<file path="src/rtl/fmap_pkg.sv">
// -----------------------------------------------------------------------------
// fmap_pkg
// Shared definitions for the feature-map buffer responder: the read-latency
// ceiling, an address-width helper and the clear-engine state encoding.
// -----------------------------------------------------------------------------
package fmap_pkg;

  // Deepest read pipeline the responder supports.
  localparam int READ_LAT_MAX = 4;

  // Address bits needed to index 'depth' entries (never less than one bit).
  function automatic int addr_w(input int depth);
    return (depth <= 2) ? 1 : $clog2(depth);
  endfunction

  // Zero-fill engine: idle, sweeping the buffer, one-cycle completion pulse.
  typedef enum logic [1:0] {
    IDLE  = 2'd0,
    CLEAR = 2'd1,
    DONE  = 2'd2
  } clr_state_t;

endpackage : fmap_pkg

</file>
<file path="src/rtl/fmap_bram_responder_if.sv">
// -----------------------------------------------------------------------------
// fmap_bram_responder_if
// Feature-map buffer bus between the engines (master) and the buffer
// (slave).
//   Port A : r_en, r_addr            -> r_q, r_valid
//   Port B : w_en, w_we, w_addr, w_d -> wr_drop
//   Clear  : clr_start               -> clr_busy, clr_done
//   Status : err_oob (address >= DEPTH on either port)
// -----------------------------------------------------------------------------
interface fmap_bram_responder_if #(
  parameter int DATA_WIDTH = 16,
  parameter int ADDR_WIDTH = 6
);

  logic                         r_en;
  logic [ADDR_WIDTH-1:0]        r_addr;
  logic signed [DATA_WIDTH-1:0] r_q;
  logic                         r_valid;

  logic                         w_en;
  logic                         w_we;
  logic [ADDR_WIDTH-1:0]        w_addr;
  logic signed [DATA_WIDTH-1:0] w_d;

  logic                         clr_start;
  logic                         clr_busy;
  logic                         clr_done;
  logic                         wr_drop;
  logic                         err_oob;

  modport master (
    output r_en, r_addr, w_en, w_we, w_addr, w_d, clr_start,
    input  r_q, r_valid, clr_busy, clr_done, wr_drop, err_oob
  );

  modport slave (
    input  r_en, r_addr, w_en, w_we, w_addr, w_d, clr_start,
    output r_q, r_valid, clr_busy, clr_done, wr_drop, err_oob
  );

endinterface : fmap_bram_responder_if

</file>
<file path="src/rtl/fmap_rd_delay.sv">
// -----------------------------------------------------------------------------
// fmap_rd_delay
// Fixed-latency valid+data delay line for the read response path.
//   clk     : rising-edge clock
//   rst_n   : asynchronous active-low reset (clears valid bits only)
//   i_valid : response issued this cycle
//   i_data  : data sampled this cycle
//   o_valid : i_valid delayed by LAT cycles
//   o_data  : i_data delayed by LAT cycles
// -----------------------------------------------------------------------------
module fmap_rd_delay #(
  parameter int WIDTH = 16,
  parameter int LAT   = 1
) (
  input  logic             clk,
  input  logic             rst_n,
  input  logic             i_valid,
  input  logic [WIDTH-1:0] i_data,
  output logic             o_valid,
  output logic [WIDTH-1:0] o_data
);

  logic [LAT-1:0]   r_valid;
  logic [WIDTH-1:0] r_data [LAT];

  // NOTE: sequential state uses non-blocking (<=) so every stage samples the
  // pre-edge value of its predecessor; blocking here would collapse the line.
  always_ff @(posedge clk or negedge rst_n) begin
    if (!rst_n) begin
      r_valid <= '0;
    end else begin
      r_valid[0] <= i_valid;
      for (int i = 1; i < LAT; i++) begin
        r_valid[i] <= r_valid[i-1];
      end
    end
  end

  // NOTE: data/storage arrays carry no reset; their contents only matter when
  // qualified by a reset-cleared valid, and leaving them unreset lets them map
  // onto plain registers or RAM.
  always_ff @(posedge clk) begin
    r_data[0] <= i_data;
    for (int i = 1; i < LAT; i++) begin
      r_data[i] <= r_data[i-1];
    end
  end

  assign o_valid = r_valid[LAT-1];
  assign o_data  = r_data[LAT-1];

endmodule : fmap_rd_delay

</file>
<file path="src/rtl/fmap_bram_responder.sv">
// -----------------------------------------------------------------------------
// fmap_bram_responder
// Feature-map buffer: answers port-A reads after READ_LAT cycles, commits
// port-B writes, zero-fills the whole buffer on request and flags
// out-of-range or dropped accesses.
//   clk     : rising-edge clock
//   reset_n : asynchronous active-low reset
//   bus     : fmap_bram_responder_if.slave (read, write, clear, status)
// DEPTH must be >= 2; READ_LAT outside 1..READ_LAT_MAX is clamped.
// -----------------------------------------------------------------------------
module fmap_bram_responder
  import fmap_pkg::*;
#(
  parameter int DATA_WIDTH = 16,
  parameter int DEPTH      = 64,
  parameter int READ_LAT   = 1,
  parameter int ADDR_WIDTH = addr_w(DEPTH)
) (
  input  logic                  clk,
  input  logic                  reset_n,
  fmap_bram_responder_if.slave  bus
);

  typedef logic signed [DATA_WIDTH-1:0] data_t;
  typedef logic [ADDR_WIDTH-1:0]        addr_t;

  localparam int LAT = (READ_LAT < 1)            ? 1 :
                       (READ_LAT > READ_LAT_MAX) ? READ_LAT_MAX : READ_LAT;

  // One spare bit so DEPTH itself is representable for the range compare.
  localparam logic [ADDR_WIDTH:0] DEPTH_EXT = (ADDR_WIDTH+1)'(DEPTH);
  localparam addr_t               LAST_ADDR = addr_t'(DEPTH - 1);

  data_t      r_mem [DEPTH];

  clr_state_t r_state;
  clr_state_t w_state_nxt;
  addr_t      r_clr_cnt;
  addr_t      w_clr_cnt_nxt;
  logic       w_clr_busy;
  logic       w_clr_done;
  logic       w_clr_we;

  logic       w_rd_oob;
  logic       w_wr_oob;
  logic       w_wr_req;
  logic       w_wr_commit;
  data_t      w_rd_data;

  logic       w_dly_valid;
  data_t      w_dly_data;
  data_t      r_q_last;

  // ---------------------------------------------------------------------------
  // Access decode
  // ---------------------------------------------------------------------------
  assign w_rd_oob = ({1'b0, bus.r_addr} >= DEPTH_EXT);
  assign w_wr_oob = ({1'b0, bus.w_addr} >= DEPTH_EXT);
  assign w_wr_req = bus.w_en && bus.w_we;

  // The clear engine owns the write path while busy; out-of-range writes
  // never touch storage.
  assign w_wr_commit = w_wr_req && !w_clr_busy && !w_wr_oob;

  // ---------------------------------------------------------------------------
  // Clear FSM
  // ---------------------------------------------------------------------------
  always_ff @(posedge clk or negedge reset_n) begin
    if (!reset_n) begin
      r_state   <= IDLE;
      r_clr_cnt <= '0;
    end else begin
      r_state   <= w_state_nxt;
      r_clr_cnt <= w_clr_cnt_nxt;
    end
  end

  // NOTE: every output of this block gets a default before the case so no
  // path leaves a signal unassigned, which would otherwise infer a latch.
  always_comb begin
    w_state_nxt   = r_state;
    w_clr_cnt_nxt = r_clr_cnt;
    w_clr_busy    = 1'b0;
    w_clr_done    = 1'b0;
    w_clr_we      = 1'b0;
    unique case (r_state)
      IDLE: begin
        if (bus.clr_start) begin
          w_state_nxt   = CLEAR;
          w_clr_cnt_nxt = '0;
        end
      end
      CLEAR: begin
        // clr_start is not looked at here, so a repeat request cannot restart
        // the sweep.
        w_clr_busy = 1'b1;
        w_clr_we   = 1'b1;
        if (r_clr_cnt == LAST_ADDR) begin
          w_state_nxt = DONE;
        end else begin
          w_clr_cnt_nxt = r_clr_cnt + addr_t'(1);
        end
      end
      DONE: begin
        w_clr_done  = 1'b1;
        w_state_nxt = IDLE;
      end
      default: begin
        w_state_nxt = IDLE;
      end
    endcase
  end

  // ---------------------------------------------------------------------------
  // Storage: one write per cycle, from either the clear engine or port B.
  // Reads sample combinationally in the issue cycle, so a same-cycle write to
  // the same address is seen only by later reads (read-first).
  // ---------------------------------------------------------------------------
  always_ff @(posedge clk) begin
    if (w_clr_we) begin
      r_mem[r_clr_cnt] <= '0;
    end else if (w_wr_commit) begin
      r_mem[bus.w_addr] <= bus.w_d;
    end
  end

  assign w_rd_data = w_rd_oob ? '0 : r_mem[bus.r_addr];

  // ---------------------------------------------------------------------------
  // Read response path
  // ---------------------------------------------------------------------------
  fmap_rd_delay #(
    .WIDTH (DATA_WIDTH),
    .LAT   (LAT)
  ) u_rd_delay (
    .clk     (clk),
    .rst_n   (reset_n),
    .i_valid (bus.r_en),
    .i_data  (w_rd_data),
    .o_valid (w_dly_valid),
    .o_data  (w_dly_data)
  );

  // r_q shows the arriving response in its valid cycle and otherwise holds the
  // last delivered value; the holding register is what reset clears to zero.
  always_ff @(posedge clk or negedge reset_n) begin
    if (!reset_n) begin
      r_q_last <= '0;
    end else if (w_dly_valid) begin
      r_q_last <= w_dly_data;
    end
  end

  assign bus.r_valid  = w_dly_valid;
  assign bus.r_q      = w_dly_valid ? w_dly_data : r_q_last;

  // ---------------------------------------------------------------------------
  // Status
  // ---------------------------------------------------------------------------
  assign bus.clr_busy = w_clr_busy;
  assign bus.clr_done = w_clr_done;
  assign bus.wr_drop  = w_wr_req && w_clr_busy;
  // One combined pulse even when both ports are out of range together.
  assign bus.err_oob  = (bus.r_en && w_rd_oob) || (w_wr_req && w_wr_oob);

endmodule : fmap_bram_responder

</file>
<file path="src/flat_wrapper.sv">
// flat-port wrapper written by rule: the top's interface ports become plain ports
module fmap_bram_responder_flat import fmap_pkg::*;
#(
  parameter int DATA_WIDTH = 16,
  parameter int DEPTH      = 64,
  parameter int READ_LAT   = 1,
  parameter int ADDR_WIDTH = addr_w(DEPTH)
)
  (clk, reset_n, bus_r_en, bus_r_addr, bus_w_en, bus_w_we, bus_w_addr, bus_w_d, bus_clr_start, bus_r_q, bus_r_valid, bus_clr_busy, bus_clr_done, bus_wr_drop, bus_err_oob);
  fmap_bram_responder_if #(.DATA_WIDTH(DATA_WIDTH), .ADDR_WIDTH(ADDR_WIDTH)) bus_i ();
  input  logic clk;
  input  logic reset_n;
  input wire logic [$bits(bus_i.r_en)-1:0] bus_r_en;
  input wire logic [$bits(bus_i.r_addr)-1:0] bus_r_addr;
  input wire logic [$bits(bus_i.w_en)-1:0] bus_w_en;
  input wire logic [$bits(bus_i.w_we)-1:0] bus_w_we;
  input wire logic [$bits(bus_i.w_addr)-1:0] bus_w_addr;
  input wire logic [$bits(bus_i.w_d)-1:0] bus_w_d;
  input wire logic [$bits(bus_i.clr_start)-1:0] bus_clr_start;
  output wire logic [$bits(bus_i.r_q)-1:0] bus_r_q;
  output wire logic [$bits(bus_i.r_valid)-1:0] bus_r_valid;
  output wire logic [$bits(bus_i.clr_busy)-1:0] bus_clr_busy;
  output wire logic [$bits(bus_i.clr_done)-1:0] bus_clr_done;
  output wire logic [$bits(bus_i.wr_drop)-1:0] bus_wr_drop;
  output wire logic [$bits(bus_i.err_oob)-1:0] bus_err_oob;
  assign bus_i.r_en = bus_r_en;
  assign bus_i.r_addr = bus_r_addr;
  assign bus_i.w_en = bus_w_en;
  assign bus_i.w_we = bus_w_we;
  assign bus_i.w_addr = bus_w_addr;
  assign bus_i.w_d = bus_w_d;
  assign bus_i.clr_start = bus_clr_start;
  assign bus_r_q = bus_i.r_q;
  assign bus_r_valid = bus_i.r_valid;
  assign bus_clr_busy = bus_i.clr_busy;
  assign bus_clr_done = bus_i.clr_done;
  assign bus_wr_drop = bus_i.wr_drop;
  assign bus_err_oob = bus_i.err_oob;
  fmap_bram_responder #(.DATA_WIDTH(DATA_WIDTH), .DEPTH(DEPTH), .READ_LAT(READ_LAT), .ADDR_WIDTH(ADDR_WIDTH)) u_core (.clk(clk), .reset_n(reset_n), .bus(bus_i));
endmodule
</file>
<file path="config.mk">
export PLATFORM = sky130hd
export DESIGN_NAME = fmap_bram_responder_flat
export DESIGN_NICKNAME = d
export VERILOG_FILES = /design/src/rtl/fmap_pkg.sv /design/src/rtl/fmap_bram_responder_if.sv /design/src/rtl/fmap_rd_delay.sv /design/src/rtl/fmap_bram_responder.sv /design/src/flat_wrapper.sv
export SDC_FILE = /design/constraint.sdc
export NUM_CORES = 1
export LEC_CHECK = 0
export CAP_MARGIN = 10
export CORE_MARGIN = 3
export CORE_UTILIZATION = 60
export CTS_BUF_LIST = sky130_fd_sc_hd__clkbuf_2
export CTS_CLUSTER_SIZE = 25
export DETAILED_ROUTE_END_ITERATION = 10
export HOLD_SLACK_MARGIN = 0.08
export PLACE_DENSITY = 0.77
export SLEW_MARGIN = 25
export SYNTH_ARGS = -nofsm -noshare
export SYNTH_HDL_FRONTEND = slang
export SYNTH_SLANG_ARGS = --single-unit
</file>
<file path="constraint.sdc">
create_clock -name clk -period 4.75 [get_ports clk]
set_clock_uncertainty 0.15 [all_clocks]
set_input_delay 0.95 -clock clk [delete_from_list [all_inputs] [get_ports clk]]
set_output_delay 0.95 -clock clk [all_outputs]
set_load 0.1 [all_outputs]
</file>
==> results.toml <==
[synthesis]
syn_nets = 1897
netlist_area_sq_um = 41100
ys_seq_elements = 1065
netlist_instances = 1862
synth.most_common_cell = "edfxtp_1"
synth_area_leader_cell = "edfxtp_1"
synth_top_family_by_area = "multiplexers"
synth-xor-area-share_pct = 0.0640
yosysSeqAreaShare_pct = 77.1
synth-main-ff-cell = "edfxtp_1"
synthAdderAreaFrac_pct = 0.0305
yosysUniqueCellTypes = 49
synth_top_area_share_pct = 74.8
synthArstFlopShare_pct = 2.35
synth.area.top_cells = "edfxtp_1 (75%), mux4_2 (14%), mux2i_1 (1.9%), dfrtp_1 (1.5%), dfxtp_1 (0.78%)"
synthMuxAreaShare_pct = 16.6
yosys_warnings = 0
synth-compound-area-share_pct = 2.28
synth_common_cells = "edfxtp_1 (1024), mux4_2 (249), nor2_1 (78)"
synth_edf_count = 1024
synth_simple_gate_area_share_pct = 2.44
avgSynthCellArea_sq_um = 22.1

[floorplanning]
rows = 95
die_h_microns = 268
die_w_microns = 268
fp.dieArea_sq_um = 71700
io_pins = 55
core_sq_um = 67500
initial_utilization_pct = 60.9

[finish]
fill_cells = 4269
nets = 2230
synthToLayoutAreaGrowth_pct = 10.9
layoutNonFillerInstCount = 3265
multi_input_area_sq_um = 8840
final_core_util_pct = 67.5
seq_area_sq_um = 31700
drive_above_1_share_pct = 34.6

[placed_design]
io_buffers = 53
hpwl_mm = 59.6
gp_congestion = 0.906
dp_cells = 2820

[detailed_routing]
via_count = 21200
via_per_inst = 6.49
ant_nets = 0
wl_per_cell_microns = 29.7
drc = 0
wl_mm = 97.1
initialDrtViolationCount = 2900
dr.pass1.iters = 5

[timing]
maxSlewViolCount = 0
finalSetupTns_ns = 0
setup_viol = 0
fmax_mhz = 226
worst_pin_slew_ns = 1.13
rsz0062_at_grt = "no"
hold_violations = 0
holdWs_ns = 0.266
slew_headroom_pct = 24.2
period_needed_ns = 4.43
fin_crit_sh_pct = 93.3

[setup_path]
ff2ff_path_depth = 6
worst_ep_required_time_ns = 3.65
path_class = "reg2out"
crit_path_start_kind = "flip-flop"
cp-end-kind = "output port"
reg2reg_slack_ns = 1.22
crit_fanout = 17
cpMaxStageDelayCell = "clkdlybuf4s50_1"
timing.rr.end = "u_core.r_mem[28][8]"
crit_arrival_ns = 3.33
critPathMaxStageDelay_ns = 1.21
reg2reg_from = "u_core.r_state[1]"
crit_chain = "buf_4 > clkdlybuf4s50_1"

[pwr]
p_total_mw = 19.4
p_leak_nw = 15.2
switching_power_mw = 5.40
p_sw_share_pct = 27.8
clkPwrFrac_pct = 29.2
peakVddDrop_uv = 254
p_int_mw = 14.0
p_per_area_nw_per_um2 = 425
power_frac_comb_pct = 13.0
power_frac_seq_pct = 57.9

[min_path]
hold_class = "in2reg"
min-delay-start = "bus_w_d[5]"
whs_path_depth = 2
min_to = "u_core.r_mem[20][5]"

[global_route]
grt_pass1_vias = 21400
overflow = 0
antenna_found_initial = 11
grt_max_degree = 65
grt_pass1_wl_mm = 143
grt_usage_pct = 28.2

[clocking]
cts_setup_buffers = 0
htree_levels = 4
cts.clk_slew.worst_paths_ns = 0.12
cts_tree = "done"
clock-sinks = 1065
clk_latency_ns = 1.50
numCtsBuffers = 241
cts_buffer_depth = 3
cts-root-buf = "clkbuf_2"

[run_status]
status = "completed"

[run]
drv_cap = 0
-- cell families after synthesis --
logic type | count (synthesis)
fa+ha+maj | 1
flops | 1065
xor+xnor | 3
mux | 355
buf+inv | 104
other cells | 1
simple gates | 202
compound gates | 131
-- critical path, delay by kind of cell (launching register included) --
family | cells | cell delay [ns]
flops | 1 | 0.36
buf+inv | 2 | 1.53
-- layout make-up --
cell class,count,area share (%)
flip-flops and latches,1065,69.6
multi-input cells,693,19.4
clock buffers,356,3.91
repair buffers,189,3.72
well taps,873,2.40
clock inverters,75,0.923
diodes,9,0.0494
inverters,5,0.0412
-- what timing repair did --
action / CTS / global route
endpoints found under the hold margin: 33 / 0
gates resized for setup: 1 / 0
hold buffers: 5 / 0
endpoints found under the setup margin: 1 / 0
-- layout by cell type, fill, tap and decap left out, types with 15 or more instances in the layout --
master / netlist / layout
a22o_1: 15 / 15
a22oi_1: 28 / 28
and2_2: 0 / 16
buf_4: 14 / 136
clkbuf_2: 0 / 356
clkdlybuf4s50_1: 0 / 30
clkinv_1: 1 / 52
dfrtp_1: 25 / 25
dfxtp_1: 16 / 16
edfxtp_1: 1024 / 1024
mux2_2: 20 / 20
mux2i_1: 77 / 77
mux4_2: 249 / 249
nand2_1: 25 / 25
nor2_1: 78 / 78
nor2b_1: 19 / 18
o21ai_0: 25 / 25
o22ai_1: 19 / 19
-- flip-flops by register name (all words and copies together), names as in the netlist --
register / cells
u_core.r_state: 2
u_core.r_q_last: 16
u_core.r_mem: 1024
u_core.u_rd_delay.r_data: 16
u_core.u_rd_delay.o_valid: 1
u_core.r_clr_cnt: 6
-- metrics by stage --
stage | worst slack, ns | area [sq um]
3_5_place_dp | 0.770 | 43300
2_1_floorplan | 0.993 | 41100
6_report | 0.320 | 45600
4_1_cts | 0.176 | 45500
5_1_grt | 0.148 | 45600
3_3_place_gp | 0.778 | 43300
-- power by group through the flow --
stage                     registers [mW]  clock network, mW  logic (mW)
after floorplan                     11.3                  0        1.54
after global placement              11.4                  0        2.42
after detailed placement            11.4                  0        2.48
after CTS                           11.2               5.78        2.49
after global routing                11.3               6.28        2.63
final                               11.2               5.65        2.51
-- worst max path at each step --
stage,from,end,slack (ns),cells after the start
3_3_place_gp,bus_r_addr[0],u_core.u_rd_delay.r_data[0][1],0.78,7
5_1_grt,u_core.u_rd_delay.o_valid,bus_r_valid,0.15,2
6_report,u_core.u_rd_delay.o_valid,bus_r_valid,0.32,2
3_5_place_dp,bus_r_addr[0],u_core.u_rd_delay.r_data[0][6],0.77,7
4_1_cts,u_core.u_rd_delay.o_valid,bus_r_valid,0.18,2
2_1_floorplan,u_core.r_state[0],u_core.r_mem[0][10],0.99,6
-- routing by layer --
metal	GRT usage (%)	wire length, microns	vias to the layer above
met5	0	13	-
met4	11.2	3140	2
met3	8.12	11400	193
met2	42.0	45700	1377
met1	40.3	36900	11000
li1	-	-	8663
(Power assumes the default switching activity.)
